[src/rtl/counter_pkg.sv]
// Shared types for the count/time datapath blocks.
package counter_pkg;

   localparam int unsigned DEFAULT_BITWIDTH = 32;

   typedef enum logic [1:0] {
      IDLE  = 2'd0,
      COUNT = 2'd1,
      HOLD  = 2'd2
   } icap_state_t;

endpackage : counter_pkg

[src/rtl/sat_up_counter.sv]
// Saturating up-counter with synchronous clear and a sticky saturation flag.
module sat_up_counter #(
   parameter int unsigned bitwidth = 32
) (
   input  logic                CLK,
   input  logic                RST_N,
   input  logic                CLR,
   input  logic                EN,
   output logic [bitwidth-1:0] Q,
   output logic                SAT
);

   localparam logic [bitwidth-1:0] MAX_COUNT = '1;

   logic [bitwidth-1:0] r_q;
   logic                r_sat;

   // Clear beats enable; at all-ones an enable only raises the sticky flag.
   always_ff @(posedge CLK or negedge RST_N) begin
      if (!RST_N) begin
         r_q   <= '0;
         r_sat <= 1'b0;
      end else if (CLR) begin
         r_q   <= '0;
         r_sat <= 1'b0;
      end else if (EN) begin
         if (r_q == MAX_COUNT) begin
            r_sat <= 1'b1;
         end else begin
            r_q <= r_q + bitwidth'(1);
         end
      end
   end

   assign Q   = r_q;
   assign SAT = r_sat;

endmodule : sat_up_counter

[src/rtl/interval_capture.sv]
// Counts enabled cycles between START and STOP and offers the result on a val/rdy port.
module interval_capture
   import counter_pkg::*;
#(
   parameter int unsigned bitwidth = DEFAULT_BITWIDTH
) (
   input  logic                CLK,
   input  logic                RST_N,
   input  logic                START,
   input  logic                STOP,
   input  logic                EN,
   output logic [bitwidth-1:0] OUT,
   output logic                OUT_OVF,
   output logic                OUT_VAL,
   input  logic                OUT_RDY,
   output logic                BUSY
);

   icap_state_t         r_state;
   logic [bitwidth-1:0] r_out;
   logic                r_ovf;
   logic                r_val;
   logic                r_busy;

   logic [bitwidth-1:0] w_q;
   logic                w_sat;
   logic                w_hs;
   logic                w_clr;
   logic                w_cnt_en;

   assign w_hs = r_val & OUT_RDY;

   // Counter restarts on every transition into a fresh measurement.
   assign w_clr = ((r_state == IDLE)  & START) |
                  ((r_state == COUNT) & START & ~STOP) |
                  ((r_state == HOLD)  & w_hs & START);

   assign w_cnt_en = (r_state == COUNT) & EN & ~STOP & ~START;

   sat_up_counter #(
      .bitwidth(bitwidth)
   ) u_counter (
      .CLK   (CLK),
      .RST_N (RST_N),
      .CLR   (w_clr),
      .EN    (w_cnt_en),
      .Q     (w_q),
      .SAT   (w_sat)
   );

   always_ff @(posedge CLK or negedge RST_N) begin
      if (!RST_N) begin
         r_state <= IDLE;
         r_out   <= '0;
         r_ovf   <= 1'b0;
         r_val   <= 1'b0;
         r_busy  <= 1'b0;
      end else begin
         case (r_state)
            IDLE: begin
               if (START) begin
                  r_state <= COUNT;
                  r_busy  <= 1'b1;
               end
            end
            COUNT: begin
               // Capture uses the count as it stood before this cycle's EN.
               if (STOP) begin
                  r_state <= HOLD;
                  r_busy  <= 1'b0;
                  r_val   <= 1'b1;
                  r_out   <= w_q;
                  r_ovf   <= w_sat;
               end
            end
            HOLD: begin
               if (w_hs) begin
                  r_val <= 1'b0;
                  if (START) begin
                     r_state <= COUNT;
                     r_busy  <= 1'b1;
                  end else begin
                     r_state <= IDLE;
                  end
               end
            end
            default: begin
               r_state <= IDLE;
               r_busy  <= 1'b0;
               r_val   <= 1'b0;
            end
         endcase
      end
   end

   assign OUT     = r_out;
   assign OUT_OVF = r_ovf;
   assign OUT_VAL = r_val;
   assign BUSY    = r_busy;

endmodule : interval_capture
[config.mk]
export PLATFORM = sky130hd
export DESIGN_NAME = interval_capture
export DESIGN_NICKNAME = d
export VERILOG_FILES = /design/src/rtl/counter_pkg.sv /design/src/rtl/sat_up_counter.sv /design/src/rtl/interval_capture.sv
export SDC_FILE = /design/constraint.sdc
export NUM_CORES = 1
export LEC_CHECK = 0
export CELL_PAD_IN_SITES_DETAIL_PLACEMENT = 1
export CELL_PAD_IN_SITES_GLOBAL_PLACEMENT = 1
export CORE_ASPECT_RATIO = 1.25
export CORE_MARGIN = 3
export CORE_UTILIZATION = 39
export CTS_CLUSTER_SIZE = 14
export DETAILED_ROUTE_END_ITERATION = 10
export PLACE_DENSITY = 0.84
export SYNTH_ARGS = -nofsm -noshare
export SYNTH_HDL_FRONTEND = slang
export SYNTH_SLANG_ARGS = --single-unit
export TNS_END_PERCENT = 30
[constraint.sdc]
create_clock -name CLK -period 2.2 [get_ports CLK]
set_input_delay 0.33 -clock CLK [delete_from_list [all_inputs] [get_ports CLK]]
set_output_delay 0.33 -clock CLK [all_outputs]
set_load 0.03 [all_outputs]
== After elaboration in Yosys (flattened, before gate mapping) ==
Cells that the tools add are included.

* Word-level logic and storage cells: 56
* Output and inout bits: 35
* Flip-flop bits (word level): 70
* Bits of input ports: 6

* Add/sub/neg operators: 1
* Muxes and demuxes: 18
* Eq/ne operators: 7
* Bitwise operators: 14
* Reduce and logical (&&, ||, !) cells: 9

{| class="wikitable"
|+ Operators with widths
! operator !! number
|-
| $mux W32 || 3
|-
| $add A32 B1 Y32 const B || 1
|-
| $eq A32 B32 Y1 const B || 1
|-
| $and A1 B1 Y1 || 9
|-
| $mux W1 || 9
|-
| $reduce_and A2 Y1 || 4
|-
| $mux W2 || 3
|-
| $ne A2 B2 Y1 const B || 3
|-
| $pmux W1 S3 || 2
|-
| $pmux W2 S3 || 1
|-
| $reduce_and A3 Y1 || 2
|-
| $reduce_bool A2 Y1 || 2
|-
| $not A1 Y1 || 3
|-
| $eq A2 B1 Y1 const B || 1
|-
| $eq A2 B2 Y1 const B || 1
|-
| $logic_not A2 Y1 || 1
|-
| $ne A2 B1 Y1 const B || 1
|-
| $or A1 B1 Y1 || 2
|}

== Depth between registers and ports, before layout ==
Gate-level depths: netlist (run 1).

* Depth in word-level cells: 7
* Mapped depth: 7
* Depth with buffers taken out: 6

== Cells and area by module ==
From an unflattened synthesis (run 1), not the netlist that was laid out.

* Cell total of the unflattened synthesis: 295
* Area total of the unflattened synthesis: 3,447.1 um^2

{| class="wikitable"
|+ Modules (own cells, without submodules)
! module !! cells an instance !! sequential area each (um^2) !! instances !! area each (um^2)
|-
| sat_up_counter || 202 || 825.8 || 1 || 1,884.3
|-
| interval_capture || 93 || 925.9 || 1 || 1,562.7
|}

== Worst setup path before layout (run 1) ==
No wires, ideal clock.

* Kind: register to register
* Start: reg u_counter.r_q[0] (netlist: u_counter.Q[0])
* End: reg u_counter.r_q[22] (netlist: u_counter.Q[22])
* Cell stages (with the launch flop): 7
* Arrival time: 2.061 ns
* Clock period less this slack: 2.138 ns
* Library setup time: 0.077 ns
* Path buffers: 0
* Setup slack: 0.062 ns
* Path through: dfrtp_1 -> ha_1 -> nand4_1 -> or4_4 -> or4_4 -> or3_1 -> a21oi_1

* Longest elaborated chain between the ends: 4
* Elaborated cells on any way between the ends: 7
* Those cells by class: 1 x add/sub; 2 x eq/ne; 3 x mux; 1 x reduce/logical

{| class="wikitable"
|+ RTL lines
! element !! RTL line !! source
|-
| start, declared || sat_up_counter.sv:15 || <nowiki>logic [bitwidth-1:0] r_q;</nowiki>
|-
| start signal, assigned || sat_up_counter.sv:30 || <nowiki>r_q <= r_q + bitwidth'(1);</nowiki>
|-
| $add A32 B1 Y32 || sat_up_counter.sv:30 ||
|-
| $mux W32 || sat_up_counter.sv:27 || <nowiki>if (r_q == MAX_COUNT) begin</nowiki>
|-
| $mux W32 || sat_up_counter.sv:26 || <nowiki>end else if (EN) begin</nowiki>
|-
| $mux W32 || sat_up_counter.sv:23 || <nowiki>end else if (CLR) begin</nowiki>
|}

Several ways; a longest one is shown, not always the timed one. The select of a mux whose other input is x is not followed.
A chain may end at the register's enable or synchronous reset.

== Worst setup path in the final report (run 1) ==
* Start: in STOP
* End: reg u_counter.r_q[22] (netlist: u_counter.Q[22])

* Longest elaborated chain between the ends: 6
* Elaborated cells on any way between the ends: 10
* Those cells by class: 1 x eq/ne; 1 x mux; 6 x bitwise; 2 x reduce/logical

{| class="wikitable"
|+ RTL lines
! element !! RTL line !! source
|-
| start, declared || interval_capture.sv:10 || <nowiki>input logic STOP,</nowiki>
|-
| $not A1 Y1 * || interval_capture.sv:35, interval_capture.sv:38 ||
|-
| $and A1 B1 Y1 || interval_capture.sv:35 || <nowiki>((r_state == COUNT) & START & ~STOP) |</nowiki>
|-
| $or A1 B1 Y1 || interval_capture.sv:34 || <nowiki>assign w_clr = ((r_state == IDLE) & START) |</nowiki>
|-
| $or A1 B1 Y1 || interval_capture.sv:35 ||
|-
| $ne A2 B1 Y1 (no source line) / $reduce_bool A2 Y1 (equally long branches) || - ||
|-
| $reduce_and A2 Y1 (no source line) || - ||
|}

Mark *: on every way between the ends. The rest lies on a longest branch, timed or not.

==> qor.txt, run 1 <==
Area grow syn2layout: 35.5%
Slew HR: 74.7%
Initial drt markers: 157
Die Area: 9620 um2
Final WS setup: -0.0216 ns
Clock Latency Late Sink: 0.36 ns
Multi-input logic area: 1540 um2
Worst R2R End: u_counter.Q[22]
Final setup fails: 1
Drt drc: 0
Site row count: 36
Filler Cell Count: 876
Number of synthesized flops with an enable pin: 0
Launch point of the worst path: STOP
Final Hold Viols: 0
Main combinational cell family by area after synthesis: simple AND/OR/NAND/NOR gates
Share of cells above drive strength 1: 29.8%
Worst min path class: flop to flop
CTS tree: yes
Arrival time at the worst endpoint: 2.51 ns
Final Slew Violations: 0
Post-DP Area: 4210 um2
Worst-margin pin slew: 0.376 ns
Clock H-tree levels: 3
Violated checks: negative setup slack
Async SR Flop Fraction: 100%
Final wirelength: 9530 um
Routed vias/inst: 5.73
Top cells by area, synth: dfrtp_1 53%, mux2_2 11%, a21oi_1 3.3%
Die Height: 109 um
Status: complete, but fails checks
Compound-Gate Fraction of Synth Area: 10.7%
Crit path largest cell delay: 0.57 ns
Global-route wire length before repair: 15600 um
Die span in x: 88.3 um
IO Count: 41
Pin count of the biggest net entering global routing: 71
Gpl congestion: 0.866
Syn_nets: 310
Yosys reg bits: 70
Fmax: 450 MHz
Clock transition at path regs: 0.07 ns
Unrepaired setup endpoints after global routing: yes
Largest fanout on the critical path: 7
Sequential cell area: 1750 um2
Critical path depth in cells: 6
Root Driver: clkbuf_8
Routed WL per cell: 19.0 um
Final ANT Viol Nets: 0
Total GRT Usage: 21.3%
Peak supply drop: 0.699 mV
P_leak: 1.95 nW
Fin Clk Skew: 0.00400 ns
Buffers and inverters on the worst path: 1
PwrDens: 765 nW/um2
Via count: 2870
Post-synth top area share: 53.0%
Fin Setup TNS: -0.0216 ns
CTS max path bufs: 2
Core box area: 8020 um2
Mapped Avg Cell Area: 10.9 um2
Mapped Cells: 303
CP max stage cell: or4_4
Detail Placement HPWL: 6530 um
Overflow after GRT: 0
CTS Buf Count: 9
Most common cell in the netlist: dfrtp_1
Port Buffers: 40
Adder-cell share of the synthesized area: 0.379%
DRT Pass-1 Iters: 4
Critical path required time: 2.49 ns
CTS sink count: 70
Initial Utilization: 41.2%
Nets: 410
Worst reg2reg setup slack: -0.02 ns
CP Cell Sequence: clkdlybuf4s50_1 > and4bb_1 > or2b_2 > or4_4 > or3_4 > a21oi_2
Vias in the first global route: 3119
Worst Reg-to-Reg Cells: 6
Max cap viols: 0
Ys flop type: dfrtp_1
Worst path top cell family by delay: simple AND/OR/NAND/NOR gates
Yosys top cell by area: dfrtp_1
Post-Layout Inst Area: 4480 um2
Crit path to: u_counter.Q[22]
Top cells by count, synth: 70 x dfrtp_1, 31 x mux2_2, 22 x a21oi_1, 20 x nand2_1
Synth Area in XOR/XNOR: 2.38%
Netlist cell types: 52
Crit share post-route: 101%
Syn. warnings: 0
Hold wc startpoint: OUT[27]
Mux cell area share after synthesis: 11.2%
Crit path kind: primary input to flop
Share of the yosys chip area belonging to registers: 53.0%
Post-Synth Simple-Gate Area: 20.3%
Synthesized cell area: 3310 um2
R2r startpoint: u_counter.Q[0]
Min cycle time layout: 2.22 ns
Initial antenna violation count: 0
Crit end category: flop
ANT cells: 0
Critical Path Start Type: primary input
cell type report:
class,count,area share (%)
clock buffers,13,3.55
clock inverters,1,0.671
inverters,4,0.335
multi-input cells,218,34.5
flip-flops and latches,70,39.1
well taps,95,2.65
repair buffers,100,19.2
how the worst min path moves through the flow:
stage | endpoint | slack (ns) | depth (start not counted)
floorplan | BUSY | 0.03 | 0
global placement | BUSY | 0.38 | 2
detailed placement | OUT_VAL | 0.39 | 2
CTS | OUT[27] | 0.49 | 2
global route | OUT[23] | 0.52 | 1
finish | OUT[27] | 0.49 | 2
metal layers:
metal	global-route usage, %	vias up	wire length (um)
met4	10.3	0	225
met3	4.38	16	272
met2	37.1	63	5160
li1	-	1337	-
met1	24.5	1454	3870
met5	0	-	0
flip-flops by register name, indices dropped and copies added, names as in the netlist:
signal and cells:
u_counter.SAT 1, BUSY 1, OUT 32, OUT_VAL 1, OUT_OVF 1, u_counter.Q 32
r_state 2
repair_timing:
action / in CTS / in global routing
setup buffers: 0 / 2
pin swaps: 0 / 3
resized for setup: 1 / 10
endpoints found under the hold margin: 2 / 0
setup endpoints to repair: 3 / 15
hold buffers: 1 / 0
worst min-delay path, delay by kind of cell (launching register included):
family | cells | cell delay [ns]
AO/OA/AOI/OAI | 1 | 0.06
flip-flops | 1 | 0.34
AND/OR/NAND/NOR | 1 | 0.05
kinds of logic (layout without fill, tap and decap cells):
group | count (synthesis) | after routing
flops | 70 | 70
compound gates | 60 | 60
buf+inv | 15 | 118
xor+xnor | 9 | 9
simple gates | 115 | 115
mux | 33 | 33
fa+ha+maj | 1 | 1
metrics by stage:
step / setup slack [ns] / util, % / std cells / power (W) / hold slack, ns
floorplan: 0.0620 / - / 303 / 0.00195 / 0.0344
global placement: -0.315 / 52.5 / 484 / 0.00229 / 0.382
detailed placement: -0.397 / 52.5 / 484 / 0.00233 / 0.389
CTS: -0.0490 / 55.0 / 499 / 0.00341 / 0.489
global route: -0.0999 / 55.9 / 501 / 0.00358 / 0.522
finish: -0.0216 / 55.9 / 501 / 0.00342 / 0.488
report_power, final:
| part | total [W] | internal [W] | switching (W) |
|---|---|---|---|
| combinational | 0.000929 | 0.000400 | 0.000529 |
| clock | 0.00105 | 0.000575 | 0.000477 |
| sequential | 0.00144 | 0.00137 | 0.0000751 |
| total | 0.00342 | 0.00234 | 0.00108 |
layout by cell type, fill, tap and decap left out, drive strengths merged, types with 2 or more instances in the layout:
master	instances
a211oi	2
a21oi	22
or4	9
clkbuf	13
inv	4
nand2	20
or3	15
mux2	31
o21ai	19
xnor2	7
nand4	12
buf	60
nor2	18
or2	2
clkdlybuf4s50	39
dfrtp	70
nor4	8
mux2i	2
xor2	2
nand3	12
nor3	4
o31ai	4
a31oi	2
and4	6
No activity file was read; power rests on OpenSTA's default activity.
==> inputs of run 2 (changes only) <==
--- a/config.mk
+++ b/config.mk
@@ -13,6 +13,7 @@
 export CTS_CLUSTER_SIZE = 14
 export DETAILED_ROUTE_END_ITERATION = 10
 export PLACE_DENSITY = 0.84
+export SLEW_MARGIN = 20
 export SYNTH_ARGS = -nofsm -noshare
 export SYNTH_HDL_FRONTEND = slang
 export SYNTH_SLANG_ARGS = --single-unit
==> results of run 2 <==
No change in the layout: final DEF, timing and power equal those of run 1.
